File: config.mk
export PLATFORM = sky130hd
export DESIGN_NAME = jmul8_seq_ctrl
export DESIGN_NICKNAME = d
export VERILOG_FILES = /design/src/rtl/jmul8_seq_ctrl.sv
export SDC_FILE = /design/constraint.sdc
export NUM_CORES = 1
export LEC_CHECK = 0
export ABC_AREA = 1
export BUFFER_PORTS_ARGS = -buffer_cell sky130_fd_sc_hd__clkbuf_2
export CAP_MARGIN = 25
export CELL_PAD_IN_SITES_DETAIL_PLACEMENT = 1
export CELL_PAD_IN_SITES_GLOBAL_PLACEMENT = 2
export CORE_MARGIN = 1
export CORE_UTILIZATION = 30
export CTS_CLUSTER_DIAMETER = 50
export CTS_CLUSTER_SIZE = 30
export DETAILED_ROUTE_END_ITERATION = 6
export GPL_TIMING_DRIVEN = 0
export HOLD_SLACK_MARGIN = 0.02
export PLACE_DENSITY = 0.8
export SYNTH_ARGS = -nofsm -noshare
export SYNTH_HDL_FRONTEND = slang
export SYNTH_SLANG_ARGS = --single-unit
File: constraint.sdc
create_clock -name clk -period 3.15 [get_ports clk]
set_input_delay 0.1575 -clock clk [delete_from_list [all_inputs] [get_ports clk]]
set_output_delay 0.1575 -clock clk [all_outputs]
set_load 0.05 [all_outputs]
File: src/rtl/jmul8_seq_ctrl.sv
// Sequencer that time-shares one external 4x4 multiplier to form 8x8 unsigned products.
// Optional feature: define JMUL_SEQ_ZERO_BYPASS_EN to skip the MUL steps when an operand is zero.
module jmul8_seq_ctrl #(
  parameter int W_SUB = 4,
  parameter int W     = 8
) (
  input  logic               clk,
  input  logic               rst_n,
  input  logic               in_valid,
  output logic               in_ready,
  input  logic [W-1:0]       in_a,
  input  logic [W-1:0]       in_b,
  output logic               out_valid,
  input  logic               out_ready,
  output logic [2*W-1:0]     out_p,
  output logic [W_SUB-1:0]   mul_a,
  output logic [W_SUB-1:0]   mul_b,
  input  logic [2*W_SUB-1:0] mul_p,
  output logic               busy
);

  typedef enum logic [1:0] {
    IDLE = 2'd0,
    MUL  = 2'd1,
    DONE = 2'd2
  } state_t;

  state_t         state, state_nx;
  logic [1:0]     step, step_nx;
  logic [2*W-1:0] acc, acc_nx;
  logic [W-1:0]   op_a, op_a_nx;
  logic [W-1:0]   op_b, op_b_nx;
  logic [2*W-1:0] part;
  logic           zero_op;

  always_ff @(posedge clk or negedge rst_n) begin
    if (!rst_n) begin
      state <= IDLE;
      step  <= 2'd0;
      acc   <= '0;
      op_a  <= '0;
      op_b  <= '0;
    end else begin
      state <= state_nx;
      step  <= step_nx;
      acc   <= acc_nx;
      op_a  <= op_a_nx;
      op_b  <= op_b_nx;
    end
  end

  // step[0] picks the high nibble of A, step[1] the high nibble of B;
  // the partial-product weight is the sum of the two nibble weights.
  always_comb begin
    part = (2*W)'(mul_p);
    case (step)
      2'd0:    part = (2*W)'(mul_p);
      2'd3:    part = (2*W)'(mul_p) << (2*W_SUB);
      default: part = (2*W)'(mul_p) << W_SUB;
    endcase
  end

`ifdef JMUL_SEQ_ZERO_BYPASS_EN
  assign zero_op = (in_a == '0) || (in_b == '0);
`else
  assign zero_op = 1'b0;
`endif

  // Handshakes: a transfer happens on a rising edge where valid && ready;
  // in_ready is high only in IDLE, out_valid only in DONE and held until out_ready.
  always_comb begin
    state_nx  = state;
    step_nx   = step;
    acc_nx    = acc;
    op_a_nx   = op_a;
    op_b_nx   = op_b;
    in_ready  = 1'b0;
    out_valid = 1'b0;
    busy      = 1'b0;
    mul_a     = '0;
    mul_b     = '0;
    case (state)
      IDLE: begin
        in_ready = 1'b1;
        if (in_valid) begin
          op_a_nx  = in_a;
          op_b_nx  = in_b;
          acc_nx   = '0;
          step_nx  = 2'd0;
          state_nx = zero_op ? DONE : MUL;
        end
      end
      MUL: begin
        busy   = 1'b1;
        mul_a  = step[0] ? op_a[W-1:W_SUB] : op_a[W_SUB-1:0];
        mul_b  = step[1] ? op_b[W-1:W_SUB] : op_b[W_SUB-1:0];
        acc_nx = acc + part;
        if (step == 2'd3) begin
          step_nx  = 2'd0;
          state_nx = DONE;
        end else begin
          step_nx = step + 2'd1;
        end
      end
      DONE: begin
        out_valid = 1'b1;
        if (out_ready) state_nx = IDLE;
      end
      default: begin
        state_nx = IDLE;
        step_nx  = 2'd0;
      end
    endcase
  end

  assign out_p = acc;

endmodule

==> metrics.log <==
INFO  metric outcome = complete, no violations
INFO  metric crit_path_end_kind = register
INFO  metric initial_antenna_violation_count = 0
INFO  metric timing.clock.skew = 0.00697 ns
INFO  metric final_period_minus_worst_setup_slack = 2.80 ns
INFO  metric floorplan.die_area = 9100 sq um
INFO  metric timing_worst_setup_path_type = reg -> reg
INFO  metric yosys.area_share.simple = 36.2%
INFO  metric drt_pass1_iterations = 4
INFO  metric path_max_fanout = 10
INFO  metric synthesis.instances = 388
INFO  metric setup_tns = 0 ns
INFO  metric cp.required = 3.33 ns
INFO  metric placement_rows = 33
INFO  metric cts_tree = yes
INFO  metric startpoint_type = register
INFO  metric synthesis.yosys.warnings = 0
INFO  metric remaining_drc_errors = 0
INFO  metric ys_seq_area_share = 34.4%
INFO  metric drive_above_1_share = 19.0%
INFO  metric fmax = 0.357 GHz
INFO  metric max_slew.worst_pin.slew = 0.479 ns
INFO  metric via_per_inst = 4.62
INFO  metric die_width = 95.4 microns
INFO  metric cts-resized-gates = 0
INFO  metric numCtsBuffers = 5
INFO  metric post_synth_fa_ha_maj_area_fraction = 9.85%
INFO  metric synth_xor_xnor_area_share = 1.00%
INFO  metric grt_pass1_vias = 2710
INFO  metric crit_arrival = 2.98 ns
INFO  metric drt-total-wl = 7.70 mm
INFO  metric syn2layout_area_growth = 19.9%
INFO  metric route.vias.total = 2574
INFO  metric cts.htree.levels = 2
INFO  metric synthesis.area_per_instance = 6.74 sq um
INFO  metric max-cap-violations = 0
INFO  metric yosys-mux-area-fraction = 0%
INFO  metric grt_util_overall = 18.6%
INFO  metric postCtsSetupRepairBufs = 0
INFO  metric final_antenna_net_count = 0
INFO  metric final_max_slew_viol_count = 0
INFO  metric nets_in_the_synthesized_netlist = 436
INFO  metric grt_first_pass_wirelength = 12.8 mm
INFO  metric synth_register_bits = 36
INFO  metric netlist_area = 2620 sq um
INFO  metric fin_nets = 499
INFO  metric antenna_cells = 0
INFO  metric starting_utilization_of_the_core_area = 31.4%
INFO  metric worst_skew_pair.late_latency = 0.29 ns
INFO  metric avgRoutedWirePerCell = 13.8 microns
INFO  metric grt_max_degree = 37
INFO  metric cts-hold-fix-buffers = 0
INFO  metric core_area = 8340 sq um
INFO  metric die_h = 95.4 microns
INFO  metric hold_violations = 0
INFO  metric clock_sinks = 36
INFO  metric port_buffers = 54
INFO  metric synth_compound_area_share = 8.13%
INFO  metric synth_top_family_by_area = simple AND/OR/NAND/NOR gates
INFO  metric setup_viol_count_final = 0
INFO  metric drt_iter0_drc = 45
INFO  metric buffers_from_clock_root_to_sink_at_most = 2
INFO  metric cts_root_buffer = sky130_fd_sc_hd__clkbuf_8
INFO  metric cts.reportedPaths.clkPinSlew = 0.09 ns
INFO  metric grt_remaining_overflow = 0
INFO  metric slew-limit-headroom = 68.1%
INFO  metric place.detailed.hpwl = 6.14 mm
INFO  metric ios = 55
INFO  metric rsz0062_at_grt = false
INFO  metric hold_path.class = in -> reg
INFO  metric globalplace.congestion = 0.820
INFO  metric finalCritPeriodShare = 88.9%
INFO  metric ys_types = 31
## final cells by class
class	count	area, sq um
fill	1107	5200
multi-input combinational	287	1440
sequential	36	901
timing repair buffer	56	300
inverter	58	225
tap	105	131
clock buffer	6	72.6
buffer	7	46.3
clock inverter	2	16.3
## worst paths after layout
path | start | slack, ns | cells after the start | end
max | step[0]$_DFFE_PN0P_ | 0.35 | 15 | out_p[15]$_DFFE_PN0P_
max reg2reg | step[0]$_DFFE_PN0P_ | 0.35 | 15 | out_p[15]$_DFFE_PN0P_
min reg2reg | op_a[0]$_DFFE_PN0P_ | 0.48 | 2 | op_a[0]$_DFFE_PN0P_
max in group asynchronous | rst_n | 2.43 | 3 | out_p[14]$_DFFE_PN0P_
min | out_ready | 0.05 | 2 | state[1]$_DFFE_PN0P_
min in group asynchronous | rst_n | 0.26 | 2 | out_p[5]$_DFFE_PN0P_
## routing by layer
layer / up-vias / global-route usage (%) / routed length, microns
met2: 38 / 34.7 / 3960
met1: 1200 / 22.5 / 3500
met4: 0 / 3.73 / 42
li1: 1331 / - / -
met5: - / 0 / 0
met3: 5 / 2.71 / 203
## cells in the mapped netlist, drive strengths merged
library cell / instances / share of area [%]
fa: 1 / 0.77
nand4: 1 / 0.24
xor2: 2 / 0.67
o22ai: 9 / 2.2
ha: 19 / 9.1
o31ai: 1 / 0.29
a22o: 1 / 0.33
clkbuf: 1 / 0.19
nor2: 19 / 3.4
buf: 6 / 1.6
or2: 2 / 0.48
a21oi: 19 / 3.6
and2: 1 / 0.24
xnor2: 1 / 0.33
o21ai: 9 / 1.7
dfrtp: 36 / 34
inv: 58 / 8.6
nand3: 19 / 3.6
nand3b: 3 / 0.86
nand2: 177 / 27
nor3: 3 / 0.57
## worst max-delay path: stages (launching register included)
cell and delay (ns):
sky130_fd_sc_hd__dfrtp_1 0.48, sky130_fd_sc_hd__inv_1 0.16, sky130_fd_sc_hd__ha_1 0.32, sky130_fd_sc_hd__inv_1 0.07
sky130_fd_sc_hd__buf_2 0.20, sky130_fd_sc_hd__nand2_1 0.13, sky130_fd_sc_hd__o22ai_1 0.19, sky130_fd_sc_hd__ha_1 0.32
sky130_fd_sc_hd__nand2_1 0.13, sky130_fd_sc_hd__inv_1 0.06, sky130_fd_sc_hd__nand2_1 0.06, sky130_fd_sc_hd__nand2_1 0.07
sky130_fd_sc_hd__a21oi_1 0.23, sky130_fd_sc_hd__nand3_1 0.12, sky130_fd_sc_hd__nand3_1 0.09, sky130_fd_sc_hd__nand2_1 0.05
## layout by cell type (no fill, tap or decap), types with 2 or more instances in the layout
cell type                  synthesis  routed
sky130_fd_sc_hd__nand3b_1          3       3
sky130_fd_sc_hd__nand2_1         165     165
sky130_fd_sc_hd__buf_2             3       3
sky130_fd_sc_hd__o22ai_1           9       9
sky130_fd_sc_hd__ha_1             19      19
sky130_fd_sc_hd__a21oi_1          19      19
sky130_fd_sc_hd__nor2_1           17      17
sky130_fd_sc_hd__nand2_2          11      11
sky130_fd_sc_hd__clkbuf_2          1      55
sky130_fd_sc_hd__inv_1            55      55
sky130_fd_sc_hd__inv_2             2       2
sky130_fd_sc_hd__clkbuf_8          0       5
sky130_fd_sc_hd__nand3_1          19      19
sky130_fd_sc_hd__o21ai_0           9       9
sky130_fd_sc_hd__nor3_1            3       3
sky130_fd_sc_hd__xor2_1            2       2
sky130_fd_sc_hd__dfrtp_1          36      36
## sequential cells by signal (all words and copies together) (netlist names)
signal and count:
out_p 16, op_a 8, op_b 8, state 2, step 2
## metrics by stage
stage	cells	utilization, %	hold slack [ns]	setup slack (ns)	cell area (sq um)
floorplan	388	-	-0.138	0.796	2620
global placement	547	36.2	0.343	0.375	3020
detailed placement	547	36.2	0.357	0.346	3020
CTS	555	37.2	0.0435	0.308	3110
global route	557	37.6	0.0460	0.0363	3140
finish	557	37.6	0.0469	0.351	3140
## cells by family after synthesis
family | count (synthesis)
AND/OR/NAND/NOR | 225
buffers and inverters | 65
flip-flops | 36
adder cells (fa/ha/maj) | 20
XOR/XNOR | 3
AO/OA/AOI/OAI | 39
Power is left out: the tool's default activity adds up to more than one toggle a clock period on the data nets, which glitch-free logic cannot reach.
